`config.mk`:
```
export PLATFORM = sky130hd
export DESIGN_NAME = irda_fir_lppm_decoder
export DESIGN_NICKNAME = d
export VERILOG_FILES = /design/src/rtl/irda_fir_lppm_decoder.sv
export SDC_FILE = /design/constraint.sdc
export NUM_CORES = 1
export LEC_CHECK = 0
export BUFFER_PORTS_ARGS = -buffer_cell sky130_fd_sc_hd__buf_2
export CAP_MARGIN = 20
export CORE_MARGIN = 2
export CORE_UTILIZATION = 35
export DETAILED_ROUTE_END_ITERATION = 16
export GPL_ROUTABILITY_DRIVEN = 0
export PLACE_DENSITY = 0.62
export SYNTH_ARGS = -nofsm -noshare
export SYNTH_HDL_FRONTEND = slang
export SYNTH_SLANG_ARGS = --single-unit
```
`constraint.sdc`:
```
create_clock -name clk -period 1.6 [get_ports clk]
set_input_delay 0.16 -clock clk [delete_from_list [all_inputs] [get_ports clk]]
set_output_delay 0.16 -clock clk [all_outputs]
set_load 0.05 [all_outputs]
```
`src/rtl/irda_fir_lppm_decoder.sv`:
```
// L-PPM chip decoder for the FIR receive path: collects 2**BITS_PER_SYM chips per symbol,
// decodes the one-hot position, serialises the result LSB first and counts bad symbols.
module irda_fir_lppm_decoder #(
    parameter int BITS_PER_SYM = 2,
    parameter int ERR_CNT_W    = 8
) (
    input  logic                    clk,
    input  logic                    wb_rst_i,
    input  logic                    fir_rx_chip_enable,
    input  logic                    ppmd_restart,
    input  logic                    fd_o,
    input  logic                    ppmd_bad_cnt_clr,
    output logic [BITS_PER_SYM-1:0] ppmd_sym_o,
    output logic                    ppmd_sym_valid,
    output logic                    ppmd_bad_chip,
    output logic                    ppmd_o,
    output logic                    ppmd_bit_valid,
    output logic [ERR_CNT_W-1:0]    ppmd_bad_cnt
);

    localparam int CHIPS = 2 ** BITS_PER_SYM;
    localparam logic [BITS_PER_SYM-1:0] LAST_CHIP = BITS_PER_SYM'(CHIPS - 1);
    localparam logic [2:0] SER_BITS = 3'(BITS_PER_SYM - 1);

    logic [BITS_PER_SYM-1:0] chip_idx;
    logic [CHIPS-2:0]        chip_buf;
    logic [CHIPS-1:0]        full_vec;
    logic [BITS_PER_SYM-1:0] hit_idx;
    logic                    hit_seen;
    logic                    hit_multi;
    logic                    dec_good;
    logic [BITS_PER_SYM-1:0] dec_val;
    logic                    completing;
    logic [BITS_PER_SYM-1:0] shift_reg;
    logic [2:0]              bits_left;

    // The last chip is never buffered; it is taken live from fd_o on the completing strobe.
    always_comb begin
        full_vec  = {fd_o, chip_buf};
        hit_seen  = 1'b0;
        hit_multi = 1'b0;
        hit_idx   = '0;
        for (int i = 0; i < CHIPS; i++) begin
            if (full_vec[i]) begin
                if (hit_seen) hit_multi = 1'b1;
                hit_seen = 1'b1;
                hit_idx  = BITS_PER_SYM'(i);
            end
        end
        dec_good = hit_seen & ~hit_multi;
        dec_val  = dec_good ? hit_idx : '0;
    end

    assign completing = fir_rx_chip_enable & ~ppmd_restart & (chip_idx == LAST_CHIP);

    always_ff @(posedge clk or posedge wb_rst_i) begin
        if (wb_rst_i) begin
            chip_idx       <= '0;
            chip_buf       <= '0;
            ppmd_sym_o     <= '0;
            ppmd_sym_valid <= 1'b0;
            ppmd_bad_chip  <= 1'b0;
            ppmd_o         <= 1'b0;
            ppmd_bit_valid <= 1'b0;
            shift_reg      <= '0;
            bits_left      <= '0;
        end else begin
            ppmd_sym_valid <= 1'b0;
            ppmd_bad_chip  <= 1'b0;
            ppmd_bit_valid <= 1'b0;
            if (ppmd_restart) begin
                // The chip present during restart is chip 0 of the new symbol.
                chip_idx  <= BITS_PER_SYM'(1);
                chip_buf  <= (CHIPS - 1)'(fd_o);
                ppmd_o    <= 1'b0;
                bits_left <= '0;
                shift_reg <= '0;
            end else if (fir_rx_chip_enable) begin
                if (completing) begin
                    chip_idx       <= '0;
                    ppmd_sym_o     <= dec_val;
                    ppmd_sym_valid <= 1'b1;
                    ppmd_bad_chip  <= ~dec_good;
                    ppmd_o         <= dec_val[0];
                    ppmd_bit_valid <= 1'b1;
                    shift_reg      <= dec_val >> 1;
                    bits_left      <= SER_BITS;
                end else begin
                    chip_idx <= chip_idx + BITS_PER_SYM'(1);
                    for (int i = 0; i < CHIPS - 1; i++) begin
                        if (chip_idx == BITS_PER_SYM'(i)) chip_buf[i] <= fd_o;
                    end
                    if (bits_left != 3'd0) begin
                        ppmd_o         <= shift_reg[0];
                        ppmd_bit_valid <= 1'b1;
                        shift_reg      <= shift_reg >> 1;
                        bits_left      <= bits_left - 3'd1;
                    end
                end
            end
        end
    end

    // Clear takes priority over a bad symbol arriving in the same cycle.
    always_ff @(posedge clk or posedge wb_rst_i) begin
        if (wb_rst_i) begin
            ppmd_bad_cnt <= '0;
        end else if (ppmd_bad_cnt_clr) begin
            ppmd_bad_cnt <= '0;
        end else if (completing && !dec_good && !(&ppmd_bad_cnt)) begin
            ppmd_bad_cnt <= ppmd_bad_cnt + ERR_CNT_W'(1);
        end
    end

endmodule

```
==> impl_metrics.env, run 1 <==
export IMPL_grt_pass1_vias=1115
export IMPL_wl_um=2720
export IMPL_post_dp_cell_area_um2=1620
export IMPL_io_buffer_count=19
export IMPL_grt_max_degree=24
export IMPL_final_common_cell="buf_4"
export IMPL_start_util_pct=35.6
export IMPL_final_hold_violation_count=0
export IMPL_final_util_pct=50.2
export IMPL_fp_row_count=22
export IMPL_cp_required_ns=1.79
export IMPL_setup_viol=10
export IMPL_final_cell_mix="buf_4, buf_2, dfrtp_1"
export IMPL_p_leak_nw=0.895
export IMPL_grt_pass1_wl_um=4770
export IMPL_clock_path_buffers=2
export IMPL_crit_chain="ha_4 -> nand3b_4 -> a311o_1 -> or4_1 -> a21oi_2"
export IMPL_die_w_um=64.6
export IMPL_antenna_found_initial=0
export IMPL_rsz0062_at_grt="yes"
export IMPL_cp_start_kind="register"
export IMPL_skew_ns=0.00183
export IMPL_grtUsageTotal_pct=14.4
export IMPL_gr_total_overflow=0
export IMPL_multiInputGateArea_um2=733
export IMPL_finalCritPeriodShare_pct=105
export IMPL_area_growth_pct=40.9
export IMPL_finish_instance_area_um2=1810
export IMPL_largest_reg_flops=8
export IMPL_worst_slack_ns=-0.0799
export IMPL_synth_edff_count=0
export IMPL_failed_checks="setup timing"
export IMPL_slowest_delay_ns=0.43
export IMPL_crit_type="reg2reg"
export IMPL_fmaxAchievable_mhz=595
export IMPL_fp_dieH_um=64.6
export IMPL_dp_slack_ns=-0.129
export IMPL_firstDrtPassIters=4
export IMPL_drc=0
export IMPL_via_count=1102
export IMPL_p_per_area_nw_per_um2=866
export IMPL_yosysSeqAreaShare_pct=44.8
export IMPL_n_antenna_cell=0
export IMPL_wl_per_cell_um=12.2
export IMPL_pin_count=20
export IMPL_register_area_um2=584
export IMPL_root_buffer="clkbuf_8"
export IMPL_synthDistinctLibCells=36
export IMPL_peakVddDrop_uv=517
export IMPL_slew_violations=0
export IMPL_syn_nets=137
export IMPL_syn_inst=124
export IMPL_h_tree_depth=1
export IMPL_crit_family="simple AND/OR/NAND/NOR gates"
export IMPL_numCtsBuffers=3
export IMPL_clock_latency_ns=0.26
export IMPL_viasPerCell=4.96
export IMPL_synth_main_ff_cell="dfrtp_1"
export IMPL_drt_iter0_markers=56
export IMPL_largestRegisters="ppmd_bad_cnt (8), bits_left (3), chip_buf (3)"
export IMPL_ys_ff_latch=23
export IMPL_die_area_um2=4170
export IMPL_coreArea_um2=3610
export IMPL_async_flop_share_pct=100
export IMPL_cp_buffers_inverters=0
export IMPL_relSlewSlack_pct=73.8
export IMPL_cts_tree="built"
export IMPL_yosys_warnings=0
export IMPL_nFillCells=331
export IMPL_clkTransAtPathRegs_ns=0.08
export IMPL_critPathSlowestCell="or4_1"
export IMPL_largest_register="ppmd_bad_cnt"
export IMPL_dp_hpwl_um=1970
export IMPL_worstMarginPinSlew_ns=0.393
export IMPL_maxCapViolCount=0
export IMPL_clock_sinks=23
export IMPL_synth_area_um2=1280
export IMPL_status="complete, but fails checks"
export IMPL_avgSynthCellArea_um2=10.4
export IMPL_holdWs_ns=0.184
export IMPL_crit_path_end_kind="register"
export IMPL_drive_gt1_share_pct=48.3
export IMPL_worstPathMaxFanout=6
export IMPL_nets=188
export IMPL_period_minus_slack_ns=1.68
export IMPL_drtAntennaViolNets=0
export IMPL_arrival_ns=1.87
export IMPL_hold_path_class="in2reg"
[synthesized netlist by cell type (all sizes together) (2+ instances only)]
cell,instances,area (µm²)
o21ai,4,20.0
or4b,2,20.0
a221oi,2,30.0
buf,4,37.5
nor2b,4,25.0
dfrtp,23,576
nor3,3,15.0
mux2i,4,40.0
a21oi,8,40.0
or4,3,22.5
inv,13,48.8
o31ai,3,22.5
mux2,3,33.8
ha,7,87.6
nand2,10,37.5
nand3,2,10.0
nor2,11,41.3
xnor2,2,17.5
[per-layer routing]
metal / track usage, % / vias up / part of all wire, %
met5: 0 / - / 0
met4: 3.19 / 0 / 0.37
met3: 3.82 / 2 / 3.8
met2: 27.2 / 24 / 54
met1: 16.0 / 535 / 42
li1: - / 541 / -
[final timing paths]
| check | start | end | slack [ns] | depth (start not counted) |
|---|---|---|---|---|
| setup / recovery | chip_idx[1] | ppmd_bad_cnt[5] | -0.08 | 5 |
| hold / removal | ppmd_bad_cnt_clr | ppmd_bad_cnt[5] | 0.18 | 2 |
| setup reg to reg | chip_idx[1] | ppmd_bad_cnt[5] | -0.08 | 5 |
| hold reg to reg | ppmd_sym_o[1] | ppmd_sym_o[1] | 0.49 | 1 |
| max in group asynchronous | wb_rst_i | ppmd_bad_cnt[5] | 0.87 | 4 |
| min in group asynchronous | wb_rst_i | ppmd_bad_chip | 0.49 | 4 |
[timing repair]
| item | in CTS | in global routing |
|---|---|---|
| setup endpoints to repair | 12 | 14 |
| cloned | 1 | 0 |
| hold buffers | 1 | 0 |
| resized for setup | 8 | 6 |
| hold endpoints to repair | 23 | 0 |
| pin swaps | 6 | 2 |
| buffers inserted | 2 | 4 |
[cells by family after synthesis]
logic type / after synthesis / share of synthesized area [%]
AND/OR/NAND/NOR: 41 / 17.5
AO/OA/AOI/OAI: 26 / 16.7
flip-flops: 23 / 44.8
buffers and inverters: 18 / 7.01
multiplexers: 7 / 5.74
adder cells (fa/ha/maj): 7 / 6.82
XOR/XNOR: 2 / 1.36
[where the power goes]
group / switching, mW / internal (mW) / total [mW]
clock: 0.184 / 0.174 / 0.358
sequential: 0.0340 / 0.636 / 0.670
combinational: 0.318 / 0.222 / 0.540
[layout make-up]
class,count,area share [%]
tap,48,3.32
inverter,13,2.70
clock buffer,3,2.28
multi-input combinational,84,40.5
sequential,23,32.3
timing repair buffer,50,18.7
clock inverter,1,0.276
[through the flow]
step	setup TNS, ns	cells	total power [mW]
global route	-1.23	222	1.68
CTS	-0.391	218	1.56
detailed placement	-0.686	210	1.14
finish	-0.500	222	1.57
floorplan	-0.228	124	1.02
global placement	-0.366	210	1.12
(Power assumes the default switching activity.)
==> run 2, diff against run 1 <==
--- a/config.mk
+++ b/config.mk
@@ -11,7 +11,6 @@
 export CORE_UTILIZATION = 35
 export DETAILED_ROUTE_END_ITERATION = 16
 export GPL_ROUTABILITY_DRIVEN = 0
-export PLACE_DENSITY = 0.62
 export SYNTH_ARGS = -nofsm -noshare
 export SYNTH_HDL_FRONTEND = slang
 export SYNTH_SLANG_ARGS = --single-unit
==> impl_metrics.env, run 2 (synthesis results as in run 1) <==
export IMPL_cp_start_kind="register"
export IMPL_crit_family="simple AND/OR/NAND/NOR gates"
export IMPL_start_util_pct=35.6
export IMPL_grt_pass1_vias=1090
export IMPL_slew_violations=0
export IMPL_nFillCells=332
export IMPL_grt_max_degree=15
export IMPL_r2r_start="chip_buf[0]"
export IMPL_worstMarginPinSlew_ns=0.547
export IMPL_grt_pass1_wl_um=4770
export IMPL_slowest_delay_ns=0.54
export IMPL_clock_sinks=23
export IMPL_holdWs_ns=0.183
export IMPL_largest_reg_flops=8
export IMPL_arrival_ns=1.89
export IMPL_wl_per_cell_um=12.9
export IMPL_failed_checks="setup timing"
export IMPL_clock_latency_ns=0.26
export IMPL_fp_dieH_um=64.6
export IMPL_gr_total_overflow=0
export IMPL_clkTransAtPathRegs_ns=0.08
export IMPL_seq_power_share_pct=42.3
export IMPL_largestRegisters="ppmd_bad_cnt (8), bits_left (3), chip_buf (3)"
export IMPL_finalPower_mw=1.58
export IMPL_clock_path_buffers=2
export IMPL_reg2regPathDepth=5
export IMPL_r2r_slack_ns=-0.14
export IMPL_rr_endpoint="ppmd_bad_cnt[0]"
export IMPL_period_minus_slack_ns=1.74
export IMPL_wl_um=2910
export IMPL_netSwitchingFraction_pct=33.8
export IMPL_final_common_cell="buf_4"
export IMPL_antenna_found_initial=0
export IMPL_die_area_um2=4170
export IMPL_worstSetupEndpoint="ppmd_bad_cnt[0]"
export IMPL_cp_required_ns=1.75
export IMPL_combPwrFrac_pct=35.2
export IMPL_viasPerCell=5.00
export IMPL_die_w_um=64.6
export IMPL_critPathSlowestCell="or4b_4"
export IMPL_maxCapViolCount=0
export IMPL_fmaxAchievable_mhz=575
export IMPL_p_leak_nw=0.909
export IMPL_dp_hpwl_um=2000
export IMPL_power_internal_mw=1.05
export IMPL_final_hold_violation_count=0
export IMPL_min_path_cells=2
export IMPL_drc=0
export IMPL_hold_path_class="in2reg"
export IMPL_p_clk_share_pct=22.5
export IMPL_cp_depth=5
export IMPL_dp_slack_ns=-0.122
export IMPL_status="complete, but fails checks"
export IMPL_root_buffer="clkbuf_8"
export IMPL_io_buffer_count=19
export IMPL_crit_path_end_kind="register"
export IMPL_nets=191
export IMPL_crit_chain="or4b_4 -> o311ai_4 -> buf_6 -> nor2_4 -> mux2_4"
export IMPL_final_util_pct=51.8
export IMPL_relSlewSlack_pct=63.5
export IMPL_cts_tree="built"
export IMPL_drive_gt1_share_pct=49.7
export IMPL_h_tree_depth=1
export IMPL_n_antenna_cell=0
export IMPL_drt_iter0_markers=39
export IMPL_crit_type="reg2reg"
export IMPL_drtAntennaViolNets=0
export IMPL_final_cell_mix="buf_4, buf_2, dfrtp_1"
export IMPL_peakVddDrop_uv=666
export IMPL_cp_buffers_inverters=1
export IMPL_pin_count=20
export IMPL_p_per_area_nw_per_um2=846
export IMPL_rsz0062_at_grt="yes"
export IMPL_p_switching_uw=533
export IMPL_largest_register="ppmd_bad_cnt"
export IMPL_fp_row_count=22
export IMPL_worstPathMaxFanout=5
export IMPL_setup_viol=11
export IMPL_via_count=1125
export IMPL_coreArea_um2=3610
export IMPL_worst_slack_ns=-0.139
export IMPL_skew_ns=0.00506
export IMPL_startpoint="chip_buf[0]"
export IMPL_finalCritPeriodShare_pct=109
export IMPL_grtUsageTotal_pct=14.6
export IMPL_area_growth_pct=45.3
export IMPL_firstDrtPassIters=4
export IMPL_numCtsBuffers=3
-- run 2: power by group through the flow --
stage	sequential [mW]	clock (mW)	combinational, mW
floorplan	0.777	0	0.239
global placement	0.674	0	0.455
detailed placement	0.676	0	0.469
CTS	0.665	0.378	0.498
global route	0.674	0.398	0.605
finish	0.668	0.355	0.557
-- run 2: worst min-delay path by stage --
stage	to	slack, ns	startpoint
final	ppmd_bad_cnt[3]	0.18	ppmd_bad_cnt_clr
after global routing	ppmd_bad_cnt[3]	0.18	ppmd_bad_cnt_clr
after CTS	ppmd_bad_cnt[6]	0.16	ppmd_bad_cnt_clr
after detailed placement	ppmd_bad_chip	0.24	wb_rst_i
after global placement	ppmd_bad_chip	0.23	wb_rst_i
after floorplan	bits_left[0]	0.16	wb_rst_i
-- run 2: area by class of cell --
cell class,instances,area [µm²],share of cell area (%)
inverters,13,48.8,2.61
flip-flops and latches,23,586,31.4
multi-input cells,84,743,39.8
repair buffers,53,384,20.6
well taps,48,60.1,3.22
clock buffers,4,45.0,2.41
-- run 2: routing by layer --
metal | wire length [µm] | track usage, % | up-vias
met5 | 0 | 0 | -
met4 | 29 | 3.19 | 0
met3 | 121 | 3.47 | 4
met2 | 1580 | 27.1 | 26
met1 | 1180 | 16.9 | 548
li1 | - | - | 547
-- run 2: what timing repair did --
item                                    in CTS  in global routing
setup buffers                                3                  3
endpoints found under the setup margin      10                 17
hold buffers                                 1                  0
cloned                                       1                  0
pin swaps                                    7                  6
endpoints found under the hold margin       13                  0
gates resized for setup                      5                 17
-- run 2: through the flow --
step	cells	area, µm²	TNS, ns
6_report	225	1870	-0.777
2_1_floorplan	124	1330	-0.228
3_3_place_gp	213	1640	-0.399
4_1_cts	222	1750	-0.681
3_5_place_dp	213	1640	-0.690
5_1_grt	225	1870	-1.48
==> run 3, diff against run 2 <==
--- a/config.mk
+++ b/config.mk
@@ -5,6 +5,7 @@
 export SDC_FILE = /design/constraint.sdc
 export NUM_CORES = 1
 export LEC_CHECK = 0
+export ABC_AREA = 1
 export BUFFER_PORTS_ARGS = -buffer_cell sky130_fd_sc_hd__buf_2
 export CAP_MARGIN = 20
 export CORE_MARGIN = 2
==> impl_metrics.env, run 3 <==
export IMPL_largestRegisters="ppmd_bad_cnt (8), bits_left (3), chip_buf (3)"
export IMPL_grt_pass1_wl_um=4350
export IMPL_seq_power_share_pct=50.3
export IMPL_clock_latency_ns=0.31
export IMPL_holdWs_ns=0.121
export IMPL_start_util_pct=37.5
export IMPL_grt_max_degree=24
export IMPL_nFillCells=352
export IMPL_grtUsageTotal_pct=13.2
export IMPL_setup_viol=0
export IMPL_area_growth_pct=14.8
export IMPL_n_antenna_cell=0
export IMPL_hold_path_class="in2reg"
export IMPL_wl_per_cell_um=10.6
export IMPL_viasPerCell=4.81
export IMPL_synth_edff_count=0
export IMPL_h_tree_depth=1
export IMPL_coreArea_um2=3420
export IMPL_final_common_cell="nand2_1"
export IMPL_syn_nets=175
export IMPL_worstPathMaxFanout=9
export IMPL_antenna_found_initial=0
export IMPL_p_per_area_nw_per_um2=946
export IMPL_yosysTopAreaCell="dfrtp_1"
export IMPL_fp_row_count=21
export IMPL_die_w_um=64.5
export IMPL_yosysSeqAreaShare_pct=45.0
export IMPL_peakVddDrop_uv=483
export IMPL_ys_ff_latch=23
export IMPL_crit_type="reg2reg"
export IMPL_grt_pass1_vias=992
export IMPL_finalCritPeriodShare_pct=87.4
export IMPL_clock_path_buffers=2
export IMPL_worstMarginPinSlew_ns=0.280
export IMPL_period_minus_slack_ns=1.40
export IMPL_drc=0
export IMPL_synth_top_area_share_pct=45.0
export IMPL_syn_inst=162
export IMPL_dp_hpwl_um=1900
export IMPL_drive_gt1_share_pct=17.8
export IMPL_combPwrFrac_pct=30.7
export IMPL_wl_um=2460
export IMPL_drt_iter0_markers=26
export IMPL_cp_start_kind="register"
export IMPL_yosys_cell_count_top_type="nand2_1"
export IMPL_synth_main_ff_cell="dfrtp_1"
export IMPL_yosys_warnings=0
export IMPL_fp_dieH_um=64.5
export IMPL_synthDistinctLibCells=23
export IMPL_drtAntennaViolNets=0
export IMPL_async_flop_share_pct=100
export IMPL_relSlewSlack_pct=81.1
export IMPL_p_clk_share_pct=19.0
export IMPL_rsz0062_at_grt="no"
export IMPL_numCtsBuffers=3
export IMPL_power_internal_uw=875
export IMPL_gr_total_overflow=0
export IMPL_die_area_um2=4160
export IMPL_maxCapViolCount=0
export IMPL_firstDrtPassIters=4
export IMPL_crit_path_end_kind="register"
export IMPL_arrival_ns=1.64
export IMPL_largest_reg_flops=8
export IMPL_final_cell_mix="nand2_1, dfrtp_1, inv_1, buf_2, nand3_1"
export IMPL_slew_violations=0
export IMPL_netSwitchingFraction_pct=37.0
export IMPL_final_hold_violation_count=0
export IMPL_status="finished, final reports clean"
export IMPL_fmaxAchievable_mhz=715
export IMPL_clkTransAtPathRegs_ns=0.12
export IMPL_ys_top_cells_by_count="nand2_1, dfrtp_1, inv_1"
export IMPL_synth_area_um2=1280
export IMPL_io_buffer_count=19
export IMPL_clock_sinks=23
export IMPL_largest_register="ppmd_bad_cnt"
export IMPL_cts_repair_resized=0
export IMPL_p_leak_nw=0.816
export IMPL_tns_ns=0
export IMPL_p_switching_uw=514
export IMPL_via_count=1111
export IMPL_synth_area_top_cells="dfrtp_1, nand2_1, ha_1"
export IMPL_skew_ns=0.00627
export IMPL_root_buffer="clkbuf_4"
export IMPL_nets=199
export IMPL_avgSynthCellArea_um2=7.90
export IMPL_cp_required_ns=1.85
export IMPL_pin_count=20
export IMPL_cts_tree="built"
-- run 3: cell types whose count changed after synthesis, moves of 3 or more --
cell     before  now
a31oi_1       0    3
mux2i_1       4    0
a21oi_1       8    2
nand2_1      10   57
mux2_2        3    0
inv_1        13   19
o21ai_0       3    7
nor2b_1       4    0
nand3_1       2   14
or4_1         3    0
-- run 3: critical path, cell delays in order, from the launching register on --
cell and delay, ns:
dfrtp_2 0.45, ha_1 0.23, nand2_1 0.09, inv_1 0.07, nand3_2 0.09, nand3_4 0.14
nand2_4 0.13, nand2_1 0.07, nand2_1 0.06
-- run 3: what timing repair did --
action	4_1_cts	5_1_grt
endpoints found under the hold margin	23	0
hold buffers	1	0
endpoints found under the setup margin	0	0
setup buffers	0	0
-- run 3: power by group through the flow --
stage	clock (mW)	combinational [mW]	sequential, mW
finish	0.264	0.427	0.699
global route	0.305	0.488	0.711
CTS	0.279	0.434	0.699
detailed placement	0	0.432	0.708
global placement	0	0.417	0.706
floorplan	0	0.215	0.821
-- run 3: routing by layer --
metal  routed length (µm)  track usage, %
met5                    0               0
met4                   25            3.99
met1                 1140            17.7
met2                 1190            21.7
met3                   93            2.26
-- run 3: final cells by class --
cell class	instances	area, µm²	area share [%]
Timing Repair Buffer	21	113	7.67
Multi-Input combinational cell	115	607	41.3
Clock buffer	4	26.3	1.79
Inverter	22	87.6	5.96
Tap cell	46	57.6	3.92
Sequential cell	23	578	39.4
-- run 3: path summary, 6_finish.rpt --
| kind | start | end | slack (ns) | cells after the start |
|---|---|---|---|---|
| max | ppmd_bad_cnt[0] | ppmd_bad_cnt[0] | 0.20 | 8 |
| min | ppmd_restart | chip_idx[0] | 0.12 | 3 |
| max reg2reg | ppmd_bad_cnt[0] | ppmd_bad_cnt[0] | 0.20 | 8 |
| min reg2reg | ppmd_o | ppmd_o | 0.49 | 2 |
| max in group asynchronous | wb_rst_i | ppmd_bad_cnt[0] | 0.93 | 4 |
| min in group asynchronous | wb_rst_i | chip_buf[1] | 0.43 | 4 |
-- run 3: cells by family (layout without fill, tap and decap cells) --
family / Yosys count / after routing / share of synthesized area [%]
and+or+nand+nor: 90 / 90 / 31.9
xor gates and xnor gates: 2 / 2 / 1.37
AOI/OAI and AO/OA: 16 / 16 / 7.33
buffers and inverters: 24 / 47 / 7.62
adders and majority gates: 7 / 7 / 6.84
DFF: 23 / 23 / 45.0
-- run 3: stage by stage --
stage / setup slack [ns] / instances / util [%] / power, mW / area (µm²)
floorplan: 0.0860 / 162 / - / 1.04 / 1280
global placement: 0.246 / 226 / 41.9 / 1.12 / 1430
detailed placement: 0.228 / 226 / 41.9 / 1.14 / 1430
CTS: 0.198 / 231 / 43.0 / 1.41 / 1470
global route: 0.0671 / 231 / 43.0 / 1.50 / 1470
finish: 0.202 / 231 / 43.0 / 1.39 / 1470
